## src/rtl/uart_tx_scheduler.sv

```systemverilog
// Round-robin scheduler sharing one UART transmitter between NUM_REQ byte sources,
// with per-requester grant lock, inter-byte gap and busy-timeout recovery.
module uart_tx_scheduler #(
  parameter int NUM_REQ      = 4,
  parameter int GAP_CYCLES   = 2,
  parameter int BUSY_TIMEOUT = 64
) (
  input  logic                 clk_i,
  input  logic                 reset_i,
  input  logic [NUM_REQ-1:0]   req_i,
  input  logic [8*NUM_REQ-1:0] req_data_i,
  input  logic [NUM_REQ-1:0]   req_lock_i,
  output logic [NUM_REQ-1:0]   ack_o,
  output logic                 uart_ss_o,
  output logic [7:0]           uart_data_o,
  input  logic                 uart_busy_i,
  output logic [2:0]           owner_o,
  output logic                 active_o,
  output logic                 timeout_err_o
);

  localparam logic [2:0] IDLE      = 3'd0;
  localparam logic [2:0] LAUNCH    = 3'd1;
  localparam logic [2:0] WAIT_BUSY = 3'd2;
  localparam logic [2:0] WAIT_DONE = 3'd3;
  localparam logic [2:0] GAP       = 3'd4;
  localparam int BW = $clog2(BUSY_TIMEOUT);

  logic [2:0]         state_q, state_d;
  logic [2:0]         owner_q, owner_d;
  logic [7:0]         data_q, data_d;
  logic               ss_q, ss_d;
  logic [NUM_REQ-1:0] ack_q, ack_d;
  logic               active_q, active_d;
  logic               tout_q, tout_d;
  logic [BW-1:0]      busyCnt_q, busyCnt_d;
  logic [7:0]         gapCnt_q, gapCnt_d;

  logic [2:0]         winner, hiIdx, loIdx;
  logic               hiFound;
  logic [7:0]         winData, ownData;
  logic               ownReq, ownLock, endGap;
  logic [NUM_REQ-1:0] ownOneHot;

  // Winner is the lowest requester above the owner, else the lowest overall.
  always_comb begin
    hiIdx   = '0;
    loIdx   = '0;
    hiFound = 1'b0;
    for (int i = NUM_REQ - 1; i >= 0; i--) begin
      if (req_i[i]) begin
        loIdx = 3'(i);
        if (3'(i) > owner_q) begin
          hiIdx   = 3'(i);
          hiFound = 1'b1;
        end
      end
    end
    winner = hiFound ? hiIdx : loIdx;
  end

  always_comb begin
    winData   = '0;
    ownData   = '0;
    ownReq    = 1'b0;
    ownLock   = 1'b0;
    ownOneHot = '0;
    for (int i = 0; i < NUM_REQ; i++) begin
      if (3'(i) == winner) winData = req_data_i[8*i +: 8];
      if (3'(i) == owner_q) begin
        ownData      = req_data_i[8*i +: 8];
        ownReq       = req_i[i];
        ownLock      = req_lock_i[i];
        ownOneHot[i] = 1'b1;
      end
    end
  end

  always_comb begin
    state_d   = state_q;
    owner_d   = owner_q;
    data_d    = data_q;
    ss_d      = 1'b0;
    ack_d     = '0;
    active_d  = active_q;
    tout_d    = 1'b0;
    busyCnt_d = busyCnt_q;
    gapCnt_d  = gapCnt_q;
    endGap    = 1'b0;
    case (state_q)
      IDLE: begin
        if (|req_i) begin
          owner_d = winner;
          data_d  = winData;
          state_d = LAUNCH;
        end
      end
      LAUNCH: begin
        ss_d      = 1'b1;
        ack_d     = ownOneHot;
        active_d  = 1'b1;
        busyCnt_d = '0;
        state_d   = WAIT_BUSY;
      end
      WAIT_BUSY: begin
        if (uart_busy_i) begin
          state_d = WAIT_DONE;
        end else if (busyCnt_q == BW'(BUSY_TIMEOUT - 1)) begin
          tout_d   = 1'b1;
          gapCnt_d = '0;
          state_d  = GAP;
          endGap   = (GAP_CYCLES == 0);
        end else begin
          busyCnt_d = busyCnt_q + 1'b1;
        end
      end
      WAIT_DONE: begin
        if (!uart_busy_i) begin
          gapCnt_d = '0;
          state_d  = GAP;
          endGap   = (GAP_CYCLES == 0);
        end
      end
      GAP: begin
        if (int'(gapCnt_q) >= GAP_CYCLES - 1) endGap = 1'b1;
        else gapCnt_d = gapCnt_q + 1'b1;
      end
      default: state_d = IDLE;
    endcase
    // A locked owner with a byte still pending skips arbitration entirely.
    if (endGap) begin
      if (ownLock && ownReq) begin
        data_d  = ownData;
        state_d = LAUNCH;
      end else begin
        state_d  = IDLE;
        active_d = 1'b0;
      end
    end
  end

  always_ff @(posedge clk_i or posedge reset_i) begin
    if (reset_i) begin
      state_q   <= IDLE;
      owner_q   <= 3'(NUM_REQ - 1);
      data_q    <= '0;
      ss_q      <= 1'b0;
      ack_q     <= '0;
      active_q  <= 1'b0;
      tout_q    <= 1'b0;
      busyCnt_q <= '0;
      gapCnt_q  <= '0;
    end else begin
      state_q   <= state_d;
      owner_q   <= owner_d;
      data_q    <= data_d;
      ss_q      <= ss_d;
      ack_q     <= ack_d;
      active_q  <= active_d;
      tout_q    <= tout_d;
      busyCnt_q <= busyCnt_d;
      gapCnt_q  <= gapCnt_d;
    end
  end

  assign ack_o         = ack_q;
  assign uart_ss_o     = ss_q;
  assign uart_data_o   = data_q;
  assign owner_o       = owner_q;
  assign active_o      = active_q;
  assign timeout_err_o = tout_q;

endmodule

```

## config.mk

```make
export PLATFORM = sky130hd
export DESIGN_NAME = uart_tx_scheduler
export DESIGN_NICKNAME = d
export VERILOG_FILES = /design/src/rtl/uart_tx_scheduler.sv
export SDC_FILE = /design/constraint.sdc
export NUM_CORES = 1
export LEC_CHECK = 0
export CAP_MARGIN = 5
export CORE_MARGIN = 8
export CORE_UTILIZATION = 35
export DETAILED_ROUTE_END_ITERATION = 16
export HOLD_SLACK_MARGIN = 0.08
export SLEW_MARGIN = 20
export SYNTH_ARGS = -nofsm -noshare
export SYNTH_HDL_FRONTEND = slang
export SYNTH_SLANG_ARGS = --single-unit
```

## constraint.sdc

```tcl
create_clock -name clk_i -period 4.75 [get_ports clk_i]
set_input_delay 0.475 -clock clk_i [delete_from_list [all_inputs] [get_ports clk_i]]
set_output_delay 0.475 -clock clk_i [all_outputs]
set_load 0.01 [all_outputs]
```

* Word level (Yosys, flattened, before mapping)
Cells that the tools add are included.
** Word-level totals
- Word-level logic and storage cells :: 117
- Bits in registers :: 35
- Bits of input ports :: 43
- Output and inout port bits :: 18
** Operators by class
- Order comparisons :: 5
- $add $sub $neg :: 2
- Reductions and logical operators :: 11
- Equal/unequal tests :: 20
- Mux-type cells :: 70
** Operator list (count)
- 8-bit two-way mux :: 16
- 3-bit two-way mux :: 15
- 1-bit two-way mux :: 30
- 8-bit one-hot mux with 3 select lines :: 1
- 3-bit one-hot mux with 5 select lines :: 1
- 2-bit by 3-bit == test with 1-bit output (first input constant) :: 4
- 6-bit two-way mux :: 2
- 2-bit inequality test (second input constant) :: 6
- 6-bit one-hot mux with 2 select lines :: 1
- 3-bit zero test :: 3
- 8-bit by 1-bit adder with 8-bit output (second input constant) :: 1
- 8-bit by 1-bit >= comparator with 1-bit output (second input constant) :: 1
- 6-bit by 1-bit adder with 6-bit output (second input constant) :: 1
- 1-bit by 3-bit == test with 1-bit output (first input constant) :: 2
- 3-bit by 2-bit == test with 1-bit output (second input constant) :: 2
- 6-bit == test (second input constant) :: 1
- 1-bit by 3-bit greater-than comparator with 1-bit output (first input constant) :: 2
- 2-bit by 3-bit greater-than comparator with 1-bit output (first input constant) :: 2
- 2-bit two-way mux :: 3
- 3-bit inequality test (second input constant) :: 2
- 5-bit AND reduction :: 1
- 4-bit two-way mux :: 1
- 4-bit inequality test (second input constant) :: 1
- 4-bit AND reduction :: 1
- other kinds (8) :: 8

* Logic depth before layout (Yosys ltp)
- Depth in word-level cells :: 19
- Mapped depth :: 8
- Mapped depth without buffers :: 7

* Worst setup path after synthesis
No wires, ideal clock.
- Path kind :: register to register
- Start point :: register owner_q[0], in the netlist owner_o[0]
- End point :: register data_q[3], in the netlist uart_data_o[3]
- Setup time :: 0.140 ns
- Stages on the path, launching flop included :: 6
- Path buffers :: 2
- Data required time :: 4.610 ns
- Slack :: 2.753 ns
- Period minus slack after synthesis :: 1.997 ns
- Data arrival time :: 1.857 ns
- Path through :: dfstp_2 > buf_2 > buf_1 > mux4_2 > nand2_1 > o221ai_1
** Between the ends
- Word-level cells in the longest chain between the ends :: 19
- Elaborated cells on any way between the ends :: 50
- Classes of those cells :: 4 x order compare; 6 x eq/ne; 37 x mux; 3 x reduce/logical
** RTL lines
- from (decl) :: RTL line 30 : logic [2:0] owner_q, owner_d;
- from (signal assigned) :: RTL line 145 : owner_q <= 3'(NUM_REQ - 1);
- from (signal assigned) :: RTL line 155 : owner_q <= owner_d;
- 2-bit by 3-bit greater-than comparator with 1-bit output :: RTL line 53 : if (3'(i) > owner_q) begin
- 2-bit two-way mux / 1-bit two-way mux (equally long branches) :: RTL line 53
- 2-bit two-way mux / 1-bit two-way mux (equally long branches) :: RTL line 51 : if (req_i[i]) begin
- 3-bit two-way mux / 1-bit two-way mux (equally long branches) :: RTL line 53
- 3-bit two-way mux / 1-bit two-way mux (equally long branches) :: RTL line 51
- 3-bit two-way mux / 1-bit two-way mux (equally long branches) :: RTL line 53
- 3-bit two-way mux / 1-bit two-way mux (equally long branches) :: RTL line 51
- 3-bit two-way mux / 1-bit two-way mux (equally long branches) :: RTL line 53
- 3-bit two-way mux / 1-bit two-way mux (equally long branches) :: RTL line 51
- 3-bit two-way mux :: RTL line 59 : winner = hiFound ? hiIdx : loIdx;
- 3-bit zero test :: RTL line 69 : if (3'(i) == winner) winData = req_data_i[8*i +: 8];
- 8-bit two-way mux (4 in series) :: RTL line 69
- 8-bit two-way mux :: RTL line 92 : if (|req_i) begin
- 8-bit two-way mux :: RTL line 90 : case (state_q)
- 8-bit two-way mux :: RTL line 132 : if (ownLock && ownReq) begin
- 8-bit two-way mux (*) :: RTL line 131 : if (endGap) begin
- named net data_d[3] :: RTL line 31 : logic [7:0] data_q, data_d;
- to (signal assigned) :: RTL line 156 : data_q <= data_d;
- to (decl) :: RTL line 31
Mark *: on every way through the listed nets, which the timed path passes. The rest lies on a longest branch.
A chain may end at the register's enable or synchronous reset.

* Worst setup path after layout
- Start point :: input port req_i[3]
- End point :: register data_q[0], in the netlist uart_data_o[0]
** Between the ends
- Word-level cells in the longest chain between the ends :: 17
- Elaborated cells on any way between the ends :: 34
- Classes of those cells :: 3 x eq/ne; 28 x mux; 3 x reduce/logical
** RTL lines
- from (decl) :: RTL line 10 : input logic [NUM_REQ-1:0] req_i,
- 2-bit two-way mux / 1-bit two-way mux (equally long branches) :: RTL line 51
- 3-bit two-way mux / 1-bit two-way mux (equally long branches) :: RTL line 53
- 3-bit two-way mux / 1-bit two-way mux (equally long branches) :: RTL line 51
- 3-bit two-way mux / 1-bit two-way mux (equally long branches) :: RTL line 53
- 3-bit two-way mux / 1-bit two-way mux (equally long branches) :: RTL line 51
- 3-bit two-way mux / 1-bit two-way mux (equally long branches) :: RTL line 53
- 3-bit two-way mux / 1-bit two-way mux (equally long branches) :: RTL line 51
- 3-bit two-way mux :: RTL line 59
- 3-bit zero test :: RTL line 69
- 8-bit two-way mux (4 in series) :: RTL line 69
- 8-bit two-way mux :: RTL line 92
- 8-bit two-way mux :: RTL line 90
- 8-bit two-way mux :: RTL line 132
- 8-bit two-way mux (*) :: RTL line 131
- named net data_d[0] :: RTL line 31
Marks and branches as above.

==> reports/metrics.cfg <==
[final_layout]
multi_input_comb_area_sq_um=1190
n_antenna_cell=0
nNetsFinal=322
fillers=576
share_of_cells_above_drive_strength_1_pct=10.5
mostFrequentLayoutCells=sky130_fd_sc_hd__clkdlybuf4s50_1 (59), sky130_fd_sc_hd__nand2_1 (33), sky130_fd_sc_hd__dfrtp_1 (32)
area_growth_pct=33.7
fin_util_pct=48.4
final_cells=351
final_common_cell=sky130_fd_sc_hd__clkdlybuf4s50_1
area.sequential_sq_um=853

[synth]
synth_async_sr_flop_share_pct=100
post_synthesis_instance_area_sq_um=2140
ys_dominant_reg_cell=sky130_fd_sc_hd__dfrtp_1
netlist-cell-type-count=48
syn-mean-instance-area_sq_um=9.79
synth-seq-cells=34
number_of_enable_type_register_cells_in_the_synthesized_netlist=0
netlist_instances=219
postSynthNetCount=266
synth-warning-count=0
seq_area_frac_synth_pct=39.8

[worst_setup_path]
timing.critical_path.required_ps=4950
worst_setup_ep_type=register
critPathKind=primary input to register
rr_worst_depth=5
crit_fanout=13
setup.worst_path.start_class=primary input
critical_path_arrival_ps=2580

[pwr]
switching_share_pct=40.0
total_switching_power_uw=584
peakVddDrop_mv=0.213
share_of_total_power_in_sequential_cells_pct=36.5
combPwrFrac_pct=48.2
pwr-share-clk_pct=15.2
cellPowerDensity_nw_per_um2=509
p_leak_nw=1.13
cellInternalPower_uw=876

[status]
outcome=finished clean

[die]
start_util_pct=36.2
top_level_ports=61
std_cell_rows=28
die_area_sq_um=8880
core_sq_um=5920
fp.dieH_um=94.3
die_width_um=94.3

[global_route]
grt_pass1_vias=1996
grt_util_all_layers_pct=14.3
overflow=0
grt_antenna_before_repair=0
grt_pass1_wl_um=9970
pin_count_of_the_biggest_net_entering_global_routing=35

[routing]
detail_route.iter0.violations=81
drt_wl_total_um=6140
detailedRoute.firstPassIterationCount=4
route.detailed.vias_per_inst=5.51
routed_wire_length_per_instance_um=17.5
drcViolationCount=0
number_of_vias_in_the_routed_layout=1933
ant_nets=0

[run]
max_cap_viol_count=0

[sta]
final.hold.worst_slack_ps=507
clock_tree_skew_after_final_layout_ps=5.92
min_period_ps=2380
maxSlewHeadroom_pct=38.6
finalMaxSlewViolations=0
setup_violations=0
final_min_period_over_clock_period_pct=50.2
final.setup.tns_ps=0
fmax_mhz=419
worst_slack_ps=2370
least_margin_pin_slew_ps=920
hold_viol_final=0
grt_setup_unrepaired=false

[clock_tree]
tritoncts.num_buffers=5
cts_sinks=34
root_buffer=sky130_fd_sc_hd__clkbuf_8
clkTransAtPathRegs_ps=70
clock_latency_ps=290
cts-hold-fix-buffers=0
post_cts_resized=0
maximum_clock_path_buffer_count=2
clock_tree_from_tritoncts=built
cts.repair_timing.setup_buffer_count=0
clock_tree.htree_level_count=2

[placement]
hpwl_um=4440
place_congestion=0.772
post_place_setup_slack_ps=2070
port_buffers=59
placed_cells_incl_taps=343

[min_path]
min_path_type=register to register
hold-path-cell-count=1

==> kinds of logic after synthesis <==
group	count (synthesis)	synth area share [%]
AND/OR/NAND/NOR	80	18.7
AO/OA/AOI/OAI	70	24.2
flip-flops	34	39.8
buffers and inverters	19	4.44
multiplexers	10	9.92
adder cells (fa/ha/maj)	4	2.34
other	1	0.175
XOR/XNOR	1	0.409
==> synthesized netlist by cell type (4+ instances only) <==
| library cell | count | share of area [%] |
|---|---|---|
| sky130_fd_sc_hd__nand2_1 | 33 | 5.8 |
| sky130_fd_sc_hd__dfrtp_1 | 32 | 37 |
| sky130_fd_sc_hd__o21ai_0 | 20 | 4.7 |
| sky130_fd_sc_hd__nor2_1 | 11 | 1.9 |
| sky130_fd_sc_hd__a211oi_1 | 9 | 3.2 |
| sky130_fd_sc_hd__a21oi_1 | 9 | 2.1 |
| sky130_fd_sc_hd__mux4_2 | 9 | 9.5 |
| sky130_fd_sc_hd__o221ai_1 | 9 | 3.7 |
| sky130_fd_sc_hd__a22o_1 | 8 | 3.3 |
| sky130_fd_sc_hd__inv_1 | 7 | 1.2 |
| sky130_fd_sc_hd__nand3_1 | 6 | 1.4 |
| sky130_fd_sc_hd__nor3b_1 | 5 | 1.8 |
| sky130_fd_sc_hd__and2_1 | 4 | 1.2 |
| sky130_fd_sc_hd__buf_2 | 4 | 0.93 |
| sky130_fd_sc_hd__ha_1 | 4 | 2.3 |
| sky130_fd_sc_hd__nor2b_1 | 4 | 1.2 |
| sky130_fd_sc_hd__or3_1 | 4 | 1.2 |
==> worst max-delay path, cell delays in order <==
cell and delay, ps:
sky130_fd_sc_hd__clkdlybuf4s50_1 710, sky130_fd_sc_hd__nor2_1 170, sky130_fd_sc_hd__a2111oi_2 820, sky130_fd_sc_hd__o21ai_0 210, sky130_fd_sc_hd__o221ai_1 200
==> area by class of cell <==
cell class,instances,share of cell area (%)
multi-input cells,166,41.7
flip-flops and latches,34,29.8
repair buffers,61,21.1
well taps,75,3.28
clock buffers,7,3.01
inverters,7,0.917
clock inverters,1,0.175
==> per-stage QoR <==
step	area (sq um)	total power, mW
6_report	2870	1.46
4_1_cts	2870	1.47
2_1_floorplan	2140	0.986
3_3_place_gp	2770	1.23
5_1_grt	2870	1.58
3_5_place_dp	2770	1.24
==> routing by layer <==
layer / routed length (um) / track usage, % / up-vias
met3: 213 / 2.24 / 13
met5: 0 / 0 / -
li1: - / - / 932
met2: 3150 / 23.5 / 51
met4: 181 / 7.13 / 0
met1: 2590 / 17.8 / 937
==> power by group through the flow <==
stage / combinational [mW] / sequential, mW / clock (mW)
floorplan: 0.516 / 0.470 / 0
global placement: 0.697 / 0.537 / 0
detailed placement: 0.705 / 0.539 / 0
CTS: 0.709 / 0.536 / 0.230
global route: 0.777 / 0.555 / 0.244
finish: 0.704 / 0.533 / 0.222
==> path summary, 6_finish.rpt <==
check                       startpoint        endpoint  slack [ps]
hold / removal             gapCnt_q[6]     gapCnt_q[6]         510
hold reg to reg            gapCnt_q[6]     gapCnt_q[6]         510
setup reg to reg            owner_o[1]  uart_data_o[0]        2440
setup / recovery              req_i[3]  uart_data_o[0]        2370
max in group asynchronous      reset_i      owner_o[0]        3820
min in group asynchronous      reset_i     gapCnt_q[6]         580
==> sequential cells by signal, summed over array words and instances, names as in the netlist <==
register / flops
gapCnt_q: 8
uart_data_o: 8
busyCnt_q: 6
ack_o: 4
state_q: 3
owner_o: 2
active_o: 1
timeout_err_o: 1
uart_ss_o: 1
Note: power is estimated with default switching activity, not from simulation.
